**src/rtl/dkstr_pkg.sv**
```systemverilog
// Shared types and constants for the shortest-path engine: controller FSM states,
// weight encoding and the grid's cost/direction widths.
package dkstr_pkg;

    typedef enum logic [2:0] {
        ST_IDLE,
        ST_LOAD,
        ST_RESET,
        ST_SEED,
        ST_RUN,
        ST_DONE
    } dkstr_state_e;

    localparam logic [3:0]  WEIGHT_BLOCKED = 4'hF;
    localparam int unsigned QUIET_SWEEP    = 8;
    localparam int unsigned COST_W         = 12;
    localparam int unsigned DIR_W          = 3;

endpackage

```
**src/rtl/dkstr_quiet_det.sv**
```systemverilog
// Convergence/expiry detector: masked OR of the grid change flags, quiet-cycle
// counter and RUN-cycle counter with timeout compare.
module dkstr_quiet_det
    import dkstr_pkg::*;
#(
    parameter int unsigned N       = 64,
    parameter int unsigned TIMEOUT = 4096
) (
    input  logic          clk,
    input  logic          rst_n,
    input  logic          clr,
    input  logic          run_en,
    input  logic [N-1:0]  path_mod,
    input  logic [N-1:0]  acc_mask,
    output logic          converged,
    output logic          expired,
    output logic [15:0]   run_cycles
);

    localparam int unsigned TW = ($clog2(TIMEOUT + 1) > 16) ? $clog2(TIMEOUT + 1) : 16;
    localparam int unsigned QW = $clog2(QUIET_SWEEP + 1);

    logic [TW-1:0] cnt_q, cnt_d;
    logic [QW-1:0] quiet_q, quiet_d;
    logic          mod_any;

    always_comb begin
        mod_any = |(path_mod & acc_mask);
        cnt_d   = cnt_q;
        quiet_d = quiet_q;
        if (clr) begin
            cnt_d   = '0;
            quiet_d = '0;
        end else if (run_en) begin
            cnt_d   = cnt_q + TW'(1);
            quiet_d = mod_any ? '0 : quiet_q + QW'(1);
        end
    end

    assign converged = run_en && (quiet_d == QW'(QUIET_SWEEP));
    assign expired   = run_en && (cnt_d == TW'(TIMEOUT));

    always_ff @(posedge clk or negedge rst_n) begin
        if (!rst_n) begin
            cnt_q   <= '0;
            quiet_q <= '0;
        end else begin
            cnt_q   <= cnt_d;
            quiet_q <= quiet_d;
        end
    end

    // Internal counter may be wider than the 16-bit status port; clamp it there.
    generate
        if (TW > 16) begin : g_sat
            assign run_cycles = (|cnt_q[TW-1:16]) ? '1 : cnt_q[15:0];
        end else begin : g_direct
            assign run_cycles = cnt_q;
        end
    endgenerate

endmodule

```
**src/rtl/dkstr_ctl.sv**
```systemverilog
// Sequencing controller for the neu grid: weight load, grid reset, seed, relax, done.
// Optional macro DKSTR_CTL_WEIGHT_REUSE_EN adds start_reuse to skip LOAD.
module dkstr_ctl
    import dkstr_pkg::*;
#(
    parameter int unsigned W       = 8,
    parameter int unsigned H       = 8,
    parameter int unsigned TIMEOUT = 4096,
    localparam int unsigned N      = W * H,
    localparam int unsigned AW     = $clog2(N)
) (
    input  logic          clk,
    input  logic          rst_n,
    input  logic          start,
`ifdef DKSTR_CTL_WEIGHT_REUSE_EN
    input  logic          start_reuse,
`endif
    input  logic [AW-1:0] src_addr,
    input  logic          cfg_valid,
    output logic          cfg_ready,
    input  logic [3:0]    cfg_weight,
    output logic          neu_rst,
    output logic [N-1:0]  neu_clr,
    output logic [N-1:0]  neu_ld,
    output logic [3:0]    neu_ld_weight,
    input  logic [N-1:0]  neu_path_mod,
    output logic          busy,
    output logic          done,
    output logic          timeout,
    output logic [15:0]   run_cycles
);

    dkstr_state_e  state_q, state_d;
    logic [AW-1:0] src_q, src_d;
    logic [AW-1:0] addr_q, addr_d;
    logic [N-1:0]  acc_q, acc_d;
    logic [N-1:0]  ld_q, ld_d;
    logic [3:0]    wt_q, wt_d;
    logic          to_q, to_d;
    logic          accept_start;
    logic          skip_load;
    logic          converged;
    logic          expired;

`ifdef DKSTR_CTL_WEIGHT_REUSE_EN
    assign skip_load = start_reuse;
`else
    assign skip_load = 1'b0;
`endif

    assign accept_start = start && ((state_q == ST_IDLE) || (state_q == ST_DONE));

    always_comb begin
        state_d = state_q;
        src_d   = src_q;
        addr_d  = addr_q;
        acc_d   = acc_q;
        ld_d    = '0;
        wt_d    = wt_q;
        to_d    = to_q;
        case (state_q)
            ST_IDLE, ST_DONE: begin
                if (accept_start) begin
                    src_d   = src_addr;
                    addr_d  = '0;
                    to_d    = 1'b0;
                    state_d = skip_load ? ST_RESET : ST_LOAD;
                end
            end
            ST_LOAD: begin
                if (cfg_valid) begin
                    ld_d[addr_q]  = 1'b1;
                    wt_d          = cfg_weight;
                    acc_d[addr_q] = (cfg_weight != WEIGHT_BLOCKED);
                    addr_d        = addr_q + AW'(1);
                    if (addr_q == AW'(N - 1)) begin
                        state_d = ST_RESET;
                    end
                end
            end
            ST_RESET: state_d = ST_SEED;
            ST_SEED:  state_d = ST_RUN;
            ST_RUN: begin
                // Convergence takes priority when both land on the same cycle.
                if (converged) begin
                    state_d = ST_DONE;
                    to_d    = 1'b0;
                end else if (expired) begin
                    state_d = ST_DONE;
                    to_d    = 1'b1;
                end
            end
            default: state_d = ST_IDLE;
        endcase
    end

    always_ff @(posedge clk or negedge rst_n) begin
        if (!rst_n) begin
            state_q <= ST_IDLE;
            src_q   <= '0;
            addr_q  <= '0;
            acc_q   <= '0;
            ld_q    <= '0;
            wt_q    <= '0;
            to_q    <= 1'b0;
        end else begin
            state_q <= state_d;
            src_q   <= src_d;
            addr_q  <= addr_d;
            acc_q   <= acc_d;
            ld_q    <= ld_d;
            wt_q    <= wt_d;
            to_q    <= to_d;
        end
    end

    dkstr_quiet_det #(
        .N       (N),
        .TIMEOUT (TIMEOUT)
    ) u_quiet (
        .clk        (clk),
        .rst_n      (rst_n),
        .clr        (accept_start),
        .run_en     (state_q == ST_RUN),
        .path_mod   (neu_path_mod),
        .acc_mask   (acc_q),
        .converged  (converged),
        .expired    (expired),
        .run_cycles (run_cycles)
    );

    always_comb begin
        neu_clr = '0;
        if (state_q == ST_SEED) begin
            neu_clr[src_q] = 1'b1;
        end
    end

    assign cfg_ready     = (state_q == ST_LOAD);
    assign neu_rst       = (state_q == ST_RESET);
    assign neu_ld        = ld_q;
    assign neu_ld_weight = wt_q;
    assign busy          = (state_q == ST_LOAD) || (state_q == ST_RESET) ||
                           (state_q == ST_SEED) || (state_q == ST_RUN);
    assign done          = (state_q == ST_DONE);
    assign timeout       = to_q;

endmodule

```
**config.mk**
```make
export PLATFORM = sky130hd
export DESIGN_NAME = dkstr_ctl
export DESIGN_NICKNAME = d
export VERILOG_FILES = /design/src/rtl/dkstr_pkg.sv /design/src/rtl/dkstr_quiet_det.sv /design/src/rtl/dkstr_ctl.sv
export SDC_FILE = /design/constraint.sdc
export NUM_CORES = 1
export LEC_CHECK = 0
export CORE_MARGIN = 3
export CORE_UTILIZATION = 47
export DETAILED_ROUTE_END_ITERATION = 12
export GPL_TIMING_DRIVEN = 0
export PLACE_DENSITY = 0.88
export SYNTH_ARGS = -nofsm -noshare
export SYNTH_HDL_FRONTEND = slang
export SYNTH_SLANG_ARGS = --single-unit
```
**constraint.sdc**
```tcl
create_clock -name clk -period 2.1 [get_ports clk]
set_input_delay 0.42 -clock clk [delete_from_list [all_inputs] [get_ports clk]]
set_output_delay 0.42 -clock clk [all_outputs]
set_load 0.005 [all_outputs]
```
==> Word-level counts from Yosys, hierarchy flattened <==
Cells that the tools add are included.
{ "totals": {"ff_bits": 168, "latch_bits": 0, "ram_bits": 0, "mem_bits_ro": 0, "input_bits": 78, "word_cells": 75, "mem_count": 0} }
{ "classes": {"add_sub_neg": 3, "n_mul": 0, "div_mod_pow": 0, "magnitude_cmp": 4, "n_eq_ne": 13, "shifts": 0, "muxes": 26, "n_bitwise": 1, "reduce_logical": 19} }
{ "ops": {"columns": ["operator", "count"], "rows": [
  ["$mux W64", 3],
  ["$and A64 B64 Y64", 1],
  ["$bwmux W64", 1],
  ["$reduce_or A64 Y1", 1],
  ["$mux W16", 2],
  ["$add A16 B1 Y16 const B", 1],
  ["$eq A16 B13 Y1 const B", 1],
  ["$mux W3", 5],
  ["$pmux W3 S5", 1],
  ["$lt A6 B7 Y1 const B", 2],
  ["$demux W1 S6", 2],
  ["$ge A6 B1 Y1 const B", 2],
  ["$mux W4", 3],
  ["$mux W6", 2],
  ["$pmux W6 S2", 1],
  ["$add A6 B1 Y6 const B", 1],
  ["$eq A3 B2 Y1 const B", 2],
  ["$eq A3 B3 Y1 const B", 2],
  ["$eq A6 B6 Y1 const B", 1],
  ["$reduce_and A3 Y1", 2],
  ["$logic_and A1 B1 Y1", 5],
  ["$mux W1", 5],
  ["$add A4 B1 Y4 const B", 1],
  ["$eq A4 B4 Y1 const B", 1],
  ["other kinds (12)", 18]
]} }

==> Depth between registers and ports, before layout <==
Gate-level depths: netlist of run 1.
{ "depth": {"ltp_word": 9, "depth_mapped": 9} }

==> Modules after synthesis <==
From an unflattened synthesis of run 1, not the netlist that was laid out.
{ "unflattened": {"hier_cells": 691, "hier_area_um2": 7897.6} }
{ "modules_own_cells": {"columns": ["mod", "instances", "cells_each", "area_each_um2", "seq_area_each_um2"], "rows": [
  ["dkstr_ctl", 1, 522, 6329.8, 3703.6],
  ["dkstr_quiet_det", 1, 169, 1567.8, 500.5]
]} }

==> Worst setup path after synthesis of run 1 <==
Ideal clock, no wire load.
{ "synth_timing": {"path_type": "input to register", "startpoint": "in neu_path_mod[26]", "endpoint": "reg to_q (netlist: timeout)", "setup_time_ns": 0.122, "arrival_time_ns": 1.784, "path_slack_ns": 0.194, "path_stages": 7, "path_cell_list": "a22o_1 -> a221oi_1 -> nand4_1 -> or4_1 -> o21ai_1 -> mux2_1 -> a21oi_1"} }
{ "synth_between": {"elab_chain_len": 9, "word_cells_on_any_way": 11} }
{ "synth_lines": {"columns": ["item", "line_no", "text"], "rows": [
  ["start, declared", "dkstr_ctl.sv:26", "input logic [N-1:0] neu_path_mod,"],
  ["$and A64 B64 Y64 (*)", "dkstr_quiet_det.sv:28", "mod_any = |(path_mod & acc_mask);"],
  ["$reduce_or A64 Y1 (*)", "dkstr_quiet_det.sv:28", null],
  ["$mux W4 (*)", "dkstr_quiet_det.sv:36", "quiet_d = mod_any ? '0 : quiet_q + QW'(1);"],
  ["$mux W4 (*)", "dkstr_quiet_det.sv:34", "end else if (run_en) begin"],
  ["$mux W4 (*)", "dkstr_quiet_det.sv:31", "if (clr) begin"],
  ["$eq A4 B4 Y1 (*)", "dkstr_quiet_det.sv:40", "assign converged = run_en && (quiet_d == QW'(QUIET_SWEEP));"],
  ["$logic_and A1 B1 Y1 (*)", "dkstr_quiet_det.sv:40", null],
  ["$ne A3 B3 Y1 (no line) / $mux W1 (equally long branches)", null, null],
  ["$reduce_and A3 Y1 (no line) / $pmux W1 S2 (equally long branches)", null, null],
  ["end signal, assigned", "dkstr_ctl.sv:113", "to_q <= to_d;"],
  ["end, declared", "dkstr_ctl.sv:39", "logic to_q, to_d;"]
]} }
Mark *: on every way between the ends. The rest lies on a longest branch, timed or not.
A chain may end at the register's enable or synchronous reset.

==> Final worst setup path of run 1 <==
{ "layout_timing": {"startpoint": "reg state_q[2]", "endpoint": "out neu_clr[52]"} }
{ "layout_between": {"elab_chain_len": 2} }
{ "layout_lines": {"columns": ["item", "line_no", "text"], "rows": [
  ["start, declared", "dkstr_ctl.sv:33", "dkstr_state_e state_q, state_d;"],
  ["start signal, assigned", "dkstr_ctl.sv:107", "state_q <= state_d;"],
  ["$eq A3 B2 Y1", "dkstr_ctl.sv:134", "if (state_q == ST_SEED) begin"],
  ["$mux W64", "dkstr_ctl.sv:134", null],
  ["end, declared", "dkstr_ctl.sv:23", "output logic [N-1:0] neu_clr,"]
]} }
Every way passes these cells.

==> summary.txt, run 1 <==
STA
  • Ratio of final minimum period to clock period: 116%
  • Final setup viols: 116
  • Skew final: 11.3 ps
  • Worst slew margin: 52.7%
  • Final min period: 2440 ps
  • Worst Slack Setup Final: -342 ps
  • Final hold vios: 0
  • Slew Limit Fails: 0
  • Worst slew pin tran: 710 ps
  • Max Fclk: 410 MHz
  • Unrepaired setup endpoints after global routing: true

Yosys
  • Number of synthesized register bits: 168
  • Synth warnings: 0
  • Cell count after synthesis: 648
  • Syn nets: 729
  • EDFF count, synth: 0
  • Ys async rst share: 100%
  • Sequential area share after synthesis: 58.0%
  • Syn Area/Cell: 11.2 um^2
  • Cell Area, Synth: 7250 um^2
  • Synth cell types: 56
  • Synth Flop Type: dfrtp_1

Clocking
  • TritonCTS buffer count: 17
  • Clk_lat worst skew: 430 ps
  • CTS tree: yes
  • Clock Pin Slew Worst Setup and Hold Paths: 60 ps
  • Root Buffer Master: clkbuf_16
  • H-tree depth: 4
  • Sink Count: 168
  • Clock tree buffer depth: 2

Routing
  • Pre-antenna DRT Iters: 5
  • Initial drt markers: 680
  • Post-Route WL: 27200 um
  • DRC Markers: 0
  • DR WL/cell: 23.5 um
  • Via count: 6848
  • Routed Antenna Nets: 0
  • Avg Vias per Cell: 5.91

Power and ir drop
  • Cell Int Power: 6.02 mW
  • Combinational power share: 23.4%
  • PnR Total Power: 8.81 mW
  • Flop pwr share: 42.0%
  • Maximum vdd drop: 0.000731 V
  • Power per cell area: 757 nW/um^2
  • Pleak: 5.24 nW
  • Clock network power share: 34.5%
  • Switching pwr: 2.79 mW
  • Switching share of total power: 31.7%

Placement
  • Post-DP HPWL: 15900 um
  • Routability cong.: 0.869
  • IO Port Bufs: 230
  • Inst Count DP: 1063

Run status
  • Status: finished with violations
  • Failing checks: setup timing

Setup path
  • Crit Path Category: reg2out
  • Critical Path Source Type: flop
  • Critical path endpoint category: output pin
  • Required @ worst endpoint: 1680 ps
  • R2r worst-path depth: 10
  • Crit-path max FO: 6
  • Critical Path AT: 2020 ps

Die
  • I/O Pins: 231
  • Die Span Y: 130 um
  • Row count: 44
  • Die Span X: 130 um
  • Die area: 17000 um^2
  • Initial core utilization: 49.0%
  • Core ar.: 14800 um^2

GRT
  • First-pass GRT wire length: 36100 um
  • Gr ovfl total: 0
  • Vias in the first global route: 6357
  • GRT Total Usage: 28.2%
  • Largest net degree at the start of global routing: 101
  • Initial antenna violation count: 0

Hold path
  • Min-Delay Path Class: reg2reg
  • Hold depth: 2

Layout
  • Share of layout cells above drive strength 1: 39.0%
  • Finished Layout Cells: 1158
  • Fillcell total: 780
  • Final nets: 1040
  • Area grow syn2layout: 60.6%

Flow run
  • Max Cap Viol: 0
-- registers in the layout, indices dropped and copies added (netlist names) --
register and cells:
u_quiet.run_cycles 16, neu_ld 64, src_q 6, state_q 3
acc_q 64, neu_ld_weight 4, timeout 1, addr_q 6
u_quiet.quiet_q 4
-- cell families (layout without fill, tap and decap cells) --
kind of cell	after synthesis	after routing	share of synthesized area, %
compound gates	58	58	6.14
xor+xnor	21	21	2.64
fa+ha+maj	3	3	0.517
buf+inv	39	363	2.50
flops	168	168	58.0
mux	74	74	11.4
other cells	0	2	0
simple gates	285	285	18.8
-- Yosys cell counts, types with 2 or more instances --
cell | number | share of area, %
a21oi_1 | 11 | 0.76
a221oi_1 | 16 | 1.9
a22o_1 | 17 | 2.1
and2_1 | 4 | 0.34
and3_1 | 2 | 0.17
buf_1 | 4 | 0.21
buf_2 | 4 | 0.28
buf_4 | 2 | 0.21
buf_6 | 3 | 0.47
clkbuf_1 | 20 | 1.0
dfrtp_1 | 168 | 58
ha_1 | 3 | 0.52
inv_1 | 5 | 0.26
mux2_1 | 20 | 3.1
mux2_2 | 51 | 7.9
mux2i_1 | 3 | 0.41
nand2_1 | 35 | 1.8
nand2b_1 | 6 | 0.52
nand3_1 | 14 | 0.97
nand3_2 | 2 | 0.28
nand3b_1 | 5 | 0.52
nand4_1 | 14 | 1.2
nor2_1 | 160 | 8.3
nor2_2 | 3 | 0.26
nor2b_1 | 5 | 0.43
nor3_1 | 4 | 0.28
nor3_2 | 4 | 0.55
nor4_1 | 7 | 0.60
o21ai_0 | 3 | 0.21
o21ai_1 | 2 | 0.14
or3_1 | 5 | 0.43
or3b_2 | 4 | 0.48
xnor2_1 | 14 | 1.7
xor2_1 | 6 | 0.72
-- final timing paths --
check,from,endpoint,slack [ps]
max in group asynchronous,rst_n,neu_ld[4]$_DFF_PN0_,690
hold reg to reg,neu_ld_weight[3]$_DFFE_PN0P_,neu_ld_weight[3]$_DFFE_PN0P_,480
min in group asynchronous,rst_n,neu_ld[49]$_DFF_PN0_,540
setup / recovery,state_q[2]$_DFFE_PN0P_,neu_clr[52],-340
hold / removal,neu_ld_weight[3]$_DFFE_PN0P_,neu_ld_weight[3]$_DFFE_PN0P_,480
setup reg to reg,state_q[2]$_DFFE_PN0P_,state_q[0]$_DFFE_PN0P_,-230
-- critical path, cell delays in order (launching register included) --
cell     delay [ps]
dfrtp_1         430
buf_6           150
inv_4            50
nand3_4          90
nor2_4          260
nand2_4         140
buf_6           150
buf_6           100
nor2_1           70
buf_2           130
-- metrics by stage --
stage / hold slack, ps / TNS [ps] / instance area, um^2 / setup WS, ps / utilization [%]
global placement: 467 / -1070270 / 9790 / -6050 / 66.1
finish: 482 / -16200 / 11600 / -342 / 78.7
CTS: 487 / -14640 / 10900 / -238 / 73.3
detailed placement: 414 / -65340 / 9820 / -713 / 66.3
floorplan: 124 / 0 / 7250 / 194 / -
global route: 514 / -23170 / 11600 / -415 / 78.6
-- cell type report --
| type | instances | area (um^2) | share of cell area [%] |
|---|---|---|---|
| Sequential cell | 168 | 4210 | 36.1 |
| Multi-Input combinational cell | 441 | 3670 | 31.5 |
| Timing Repair Buffer | 303 | 2790 | 23.9 |
| Clock buffer | 22 | 484 | 4.16 |
| Tap cell | 184 | 230 | 1.98 |
| Buffer | 22 | 148 | 1.27 |
| Clock inverter | 10 | 93.8 | 0.806 |
| Inverter | 6 | 25.0 | 0.215 |
| Antenna cell | 2 | 5.00 | 0.0430 |
-- metal layers --
metal	vias up	part of all wire (%)	GRT usage [%]	routed length, um
met5	-	0	0	0
li1	2879	-	-	-
met4	0	5.3	13.0	1430
met2	418	49	45.4	13400
met1	3448	39	37.2	10500
met3	103	7.0	5.12	1900
-- cells in the final DEF, fill, tap and decap left out, drive strengths merged, types with 2 or more instances in the layout --
master,instances
diode,2
a21oi,11
nand3b,5
nand3,16
and2,4
a221oi,16
nor2b,5
ha,3
nor3,8
a211oi,2
clkinv,5
mux2,71
nand2b,6
or3b,4
mux2i,3
a22o,17
clkdlybuf4s50,161
clkinvlp,3
nand4,15
nor2,163
xor2,7
o21ai,5
xnor2,14
inv,7
clkbuf,38
or3,5
dlygate4sd2,2
and3,2
nor3b,2
nand2,36
dlymetal6s2s,2
dfrtp,168
nor4,7
buf,143
-- power by group through the flow --
stage          Sequential (mW)  Combinational [mW]  Clock, mW
2_1_floorplan             3.59               0.878          0
3_5_place_dp              3.61                1.56          0
4_1_cts                   3.67                1.61       3.06
5_1_grt                   3.73                2.16       3.20
3_3_place_gp              3.61                1.51          0
6_report                  3.70                2.06       3.04
-- timing repair --
action	CTS	global route
setup buffers	37	35
gates cloned	0	0
hold buffers	1	0
hold endpoints to repair	68	0
pin swaps	45	35
resized for setup	365	159
endpoints found under the setup margin	136	151
(Power assumes the default switching activity.)
==> run 2: changes to the inputs <==
--- a/config.mk
+++ b/config.mk
@@ -10,6 +10,7 @@
 export DETAILED_ROUTE_END_ITERATION = 12
 export GPL_TIMING_DRIVEN = 0
 export PLACE_DENSITY = 0.88
+export RECOVER_POWER = 100
 export SYNTH_ARGS = -nofsm -noshare
 export SYNTH_HDL_FRONTEND = slang
 export SYNTH_SLANG_ARGS = --single-unit
==> run 2 against run 1 <==
Against the previous run:
- the run still ends with setup timing left
- clock skew shrank 1.5 ps
- utilization fell by 0.068 points
- sequential power hardly changed
- global-route usage did not move
- register-to-register slack hardly changed
- non-clock buffer count unchanged
- sequential share of layout area about the same
- power about the same
- first-iteration DRC count grew 4.7%
- final cell count hardly changed
- clock power about the same
- wire length down 0.46%
==> summary.txt, run 2 (synthesized netlist as in run 1, its figures left out) <==
GRT
  • First-pass GRT wire length: 36100 um (unchanged)
  • Largest net degree at the start of global routing: 101 (unchanged)
  • Gr ovfl total: 0 (unchanged)
  • Vias in the first global route: 6357 (unchanged)
  • Initial antenna violation count: 0 (unchanged)
  • GRT Total Usage: 28.2% (unchanged)

Run status
  • Failing checks: setup timing (unchanged)
  • Status: finished with violations (unchanged)

Hold path
  • Min-Delay Path Class: reg2reg (unchanged)
  • Worst hold path startpoint: neu_ld_weight[3]$_DFFE_PN0P_ (unchanged)
  • Worst Hold Path EP: neu_ld_weight[3]$_DFFE_PN0P_ (unchanged)
  • Hold depth: 2 (unchanged)

Die
  • Die Span X: 130 um (unchanged)
  • Die Span Y: 130 um (unchanged)
  • Row count: 44 (unchanged)
  • I/O Pins: 231 (unchanged)
  • Initial core utilization: 49.0% (unchanged)
  • Die area: 17000 um^2 (unchanged)
  • Core ar.: 14800 um^2 (unchanged)

STA
  • Ratio of final minimum period to clock period: 117% (was 116%)
  • Worst Slack Setup Final: -357 ps (was -342 ps)
  • Final min period: 2460 ps (was 2440 ps)
  • Max Fclk: 407 MHz (was 410 MHz)
  • Final setup viols: 115 (was 116)
  • Setup_tns: -16420 ps (was -16200 ps)
  • Final hold vios: 0 (unchanged)
  • Skew final: 9.80 ps (was 11.3 ps)
  • Worst slew margin: 33.9% (was 52.7%)
  • Unrepaired setup endpoints after global routing: true (unchanged)
  • Worst slew pin tran: 992 ps (was 710 ps)
  • Slew Limit Fails: 0 (unchanged)

Routing
  • DR WL/cell: 23.4 um (was 23.5 um)
  • Pre-antenna DRT Iters: 5 (unchanged)
  • DRC Markers: 0 (unchanged)
  • Avg Vias per Cell: 5.95 (was 5.91)
  • Routed Antenna Nets: 0 (unchanged)
  • Post-Route WL: 27100 um (was 27200 um)
  • Via count: 6880 (was 6848)
  • Initial drt markers: 712 (was 680)

Layout
  • Area grow syn2layout: 60.4% (was 60.6%)
  • Commonest non-fill, non-tap cell in the layout: dfrtp_1 (unchanged)
  • Fillcell total: 783 (was 780)
  • Share of layout cells above drive strength 1: 39.0% (unchanged)
  • Most frequent cells in the layout: dfrtp_1 (166), clkdlybuf4s50_1 (161), nor2_1 (77) (unchanged)
  • Finished Layout Cells: 1157 (was 1158)
  • Utilization of the core after routing: 78.6% (was 78.7%)
  • Final nets: 1040 (unchanged)

Clocking
  • H-tree depth: 4 (unchanged)
  • Clk_lat worst skew: 430 ps (about the same)
  • Clock tree buffer depth: 2 (unchanged)
  • Root Buffer Master: clkbuf_16 (unchanged)
  • CTS tree: yes (unchanged)
  • Clock Pin Slew Worst Setup and Hold Paths: 60 ps (about the same)
  • TritonCTS buffer count: 17 (unchanged)
  • Sink Count: 168 (unchanged)

Setup path
  • Critical path endpoint category: output pin (unchanged)
  • Crit-path max FO: 6 (unchanged)
  • Reg2reg start: state_q[2]$_DFFE_PN0P_ (unchanged)
  • R2r worst-path depth: 10 (unchanged)
  • Crit Path Category: reg2out (unchanged)
  • Critical Path Source Type: flop (unchanged)
  • Required @ worst endpoint: 1680 ps (about the same)
  • Critical Path AT: 2040 ps (was 2020 ps)
  • Flop-to-flop setup slack: -230 ps (about the same)
  • Reg2reg end: timeout$_DFFE_PN0P_ (was state_q[0]$_DFFE_PN0P_)

Power and ir drop
  • Pleak: 5.23 nW (was 5.24 nW)
  • Power per cell area: 757 nW/um^2 (about the same)
  • Switching pwr: 2.80 mW (was 2.79 mW)
  • Maximum vdd drop: 0.000735 V (was 0.000731 V)
  • Clock network power share: 34.6% (was 34.5%)
  • Combinational power share: 23.4% (about the same)
  • PnR Total Power: 8.82 mW (was 8.81 mW)
  • Switching share of total power: 31.7% (about the same)
  • Cell Int Power: 6.02 mW (about the same)
  • Flop pwr share: 42.0% (about the same)

Placement
  • IO Port Bufs: 230 (unchanged)
  • Post-DP HPWL: 15900 um (unchanged)
  • Inst Count DP: 1063 (unchanged)
  • Placement Setup Slack: -713 ps (unchanged)
  • Routability cong.: 0.869 (unchanged)

Flow run
  • Max Cap Viol: 0 (unchanged)
==> run 2: cell count changes in the layout (fill, tap and decap cells not counted) <==
cell      change
buf_8         -1
clkbuf_4      +1
diode_2       -1
==> run 2: power groups by stage <==
stage	Sequential [mW]	Clock, mW	Combinational (mW)
floorplan	3.59	0	0.878
global placement	3.61	0	1.51
detailed placement	3.61	0	1.56
CTS	3.67	3.06	1.61
global route	3.73	3.20	2.16
finish	3.71	3.05	2.06
==> run 2: worst max path at each step <==
stage	startpoint	end	cells past startpoint
floorplan	neu_path_mod[26]	timeout$_DFFE_PN0P_	7
global placement	rst_n	u_quiet.run_cycles[5]$_DFF_PN0_	1
detailed placement	neu_path_mod[16]	u_quiet.quiet_q[2]$_DFF_PN0_	7
CTS	state_q[2]$_DFFE_PN0P_	neu_clr[30]	8
global route	state_q[2]$_DFFE_PN0P_	neu_clr[52]	9
finish	state_q[2]$_DFFE_PN0P_	neu_clr[52]	9
==> run 2: timing repair <==
| action | 4_1_cts | 5_1_grt |
|---|---|---|
| pin swaps | 45 | 35 |
| buffers inserted | 37 | 35 |
| gates resized for setup | 365 | 159 |
| endpoints found under the hold margin | 68 | 0 |
| hold buffers | 1 | 0 |
| setup endpoints to repair | 136 | 151 |
==> run 2: layout make-up <==
cell class	instances	area (um^2)	share of cell area (%)
Buffer	22	148	1.27
Timing Repair Buffer	303	2780	23.9
Inverter	6	25.0	0.215
Clock buffer	22	484	4.16
Multi-Input combinational cell	441	3670	31.5
Tap cell	184	230	1.98
Antenna cell	1	2.50	0.0215
Sequential cell	168	4210	36.1
Clock inverter	10	93.8	0.806
==> run 2: critical path, stage by stage (launching register included) <==
cell and delay, ps:
dfrtp_1 430, buf_6 150, inv_4 50, nand3_4 90, nor2_4 260, nand2_4 140
buf_6 160, buf_6 100, nor2_1 80, buf_2 140
==> run 2: per-layer routing <==
metal / routed length [um] / vias to the layer above / GRT usage [%]
met4: 1430 / 0 / 13.0
met3: 1920 / 111 / 5.12
li1: - / 2883 / -
met5: 0 / - / 0
met1: 10400 / 3452 / 37.2
met2: 13300 / 434 / 45.4
==> run 2: through the flow <==
stage | hold WS [ps] | instance area (um^2)
after floorplan | 124 | 7250
after global placement | 467 | 9790
after detailed placement | 414 | 9820
after CTS | 487 | 10900
after global routing | 514 | 11600
final | 483 | 11600
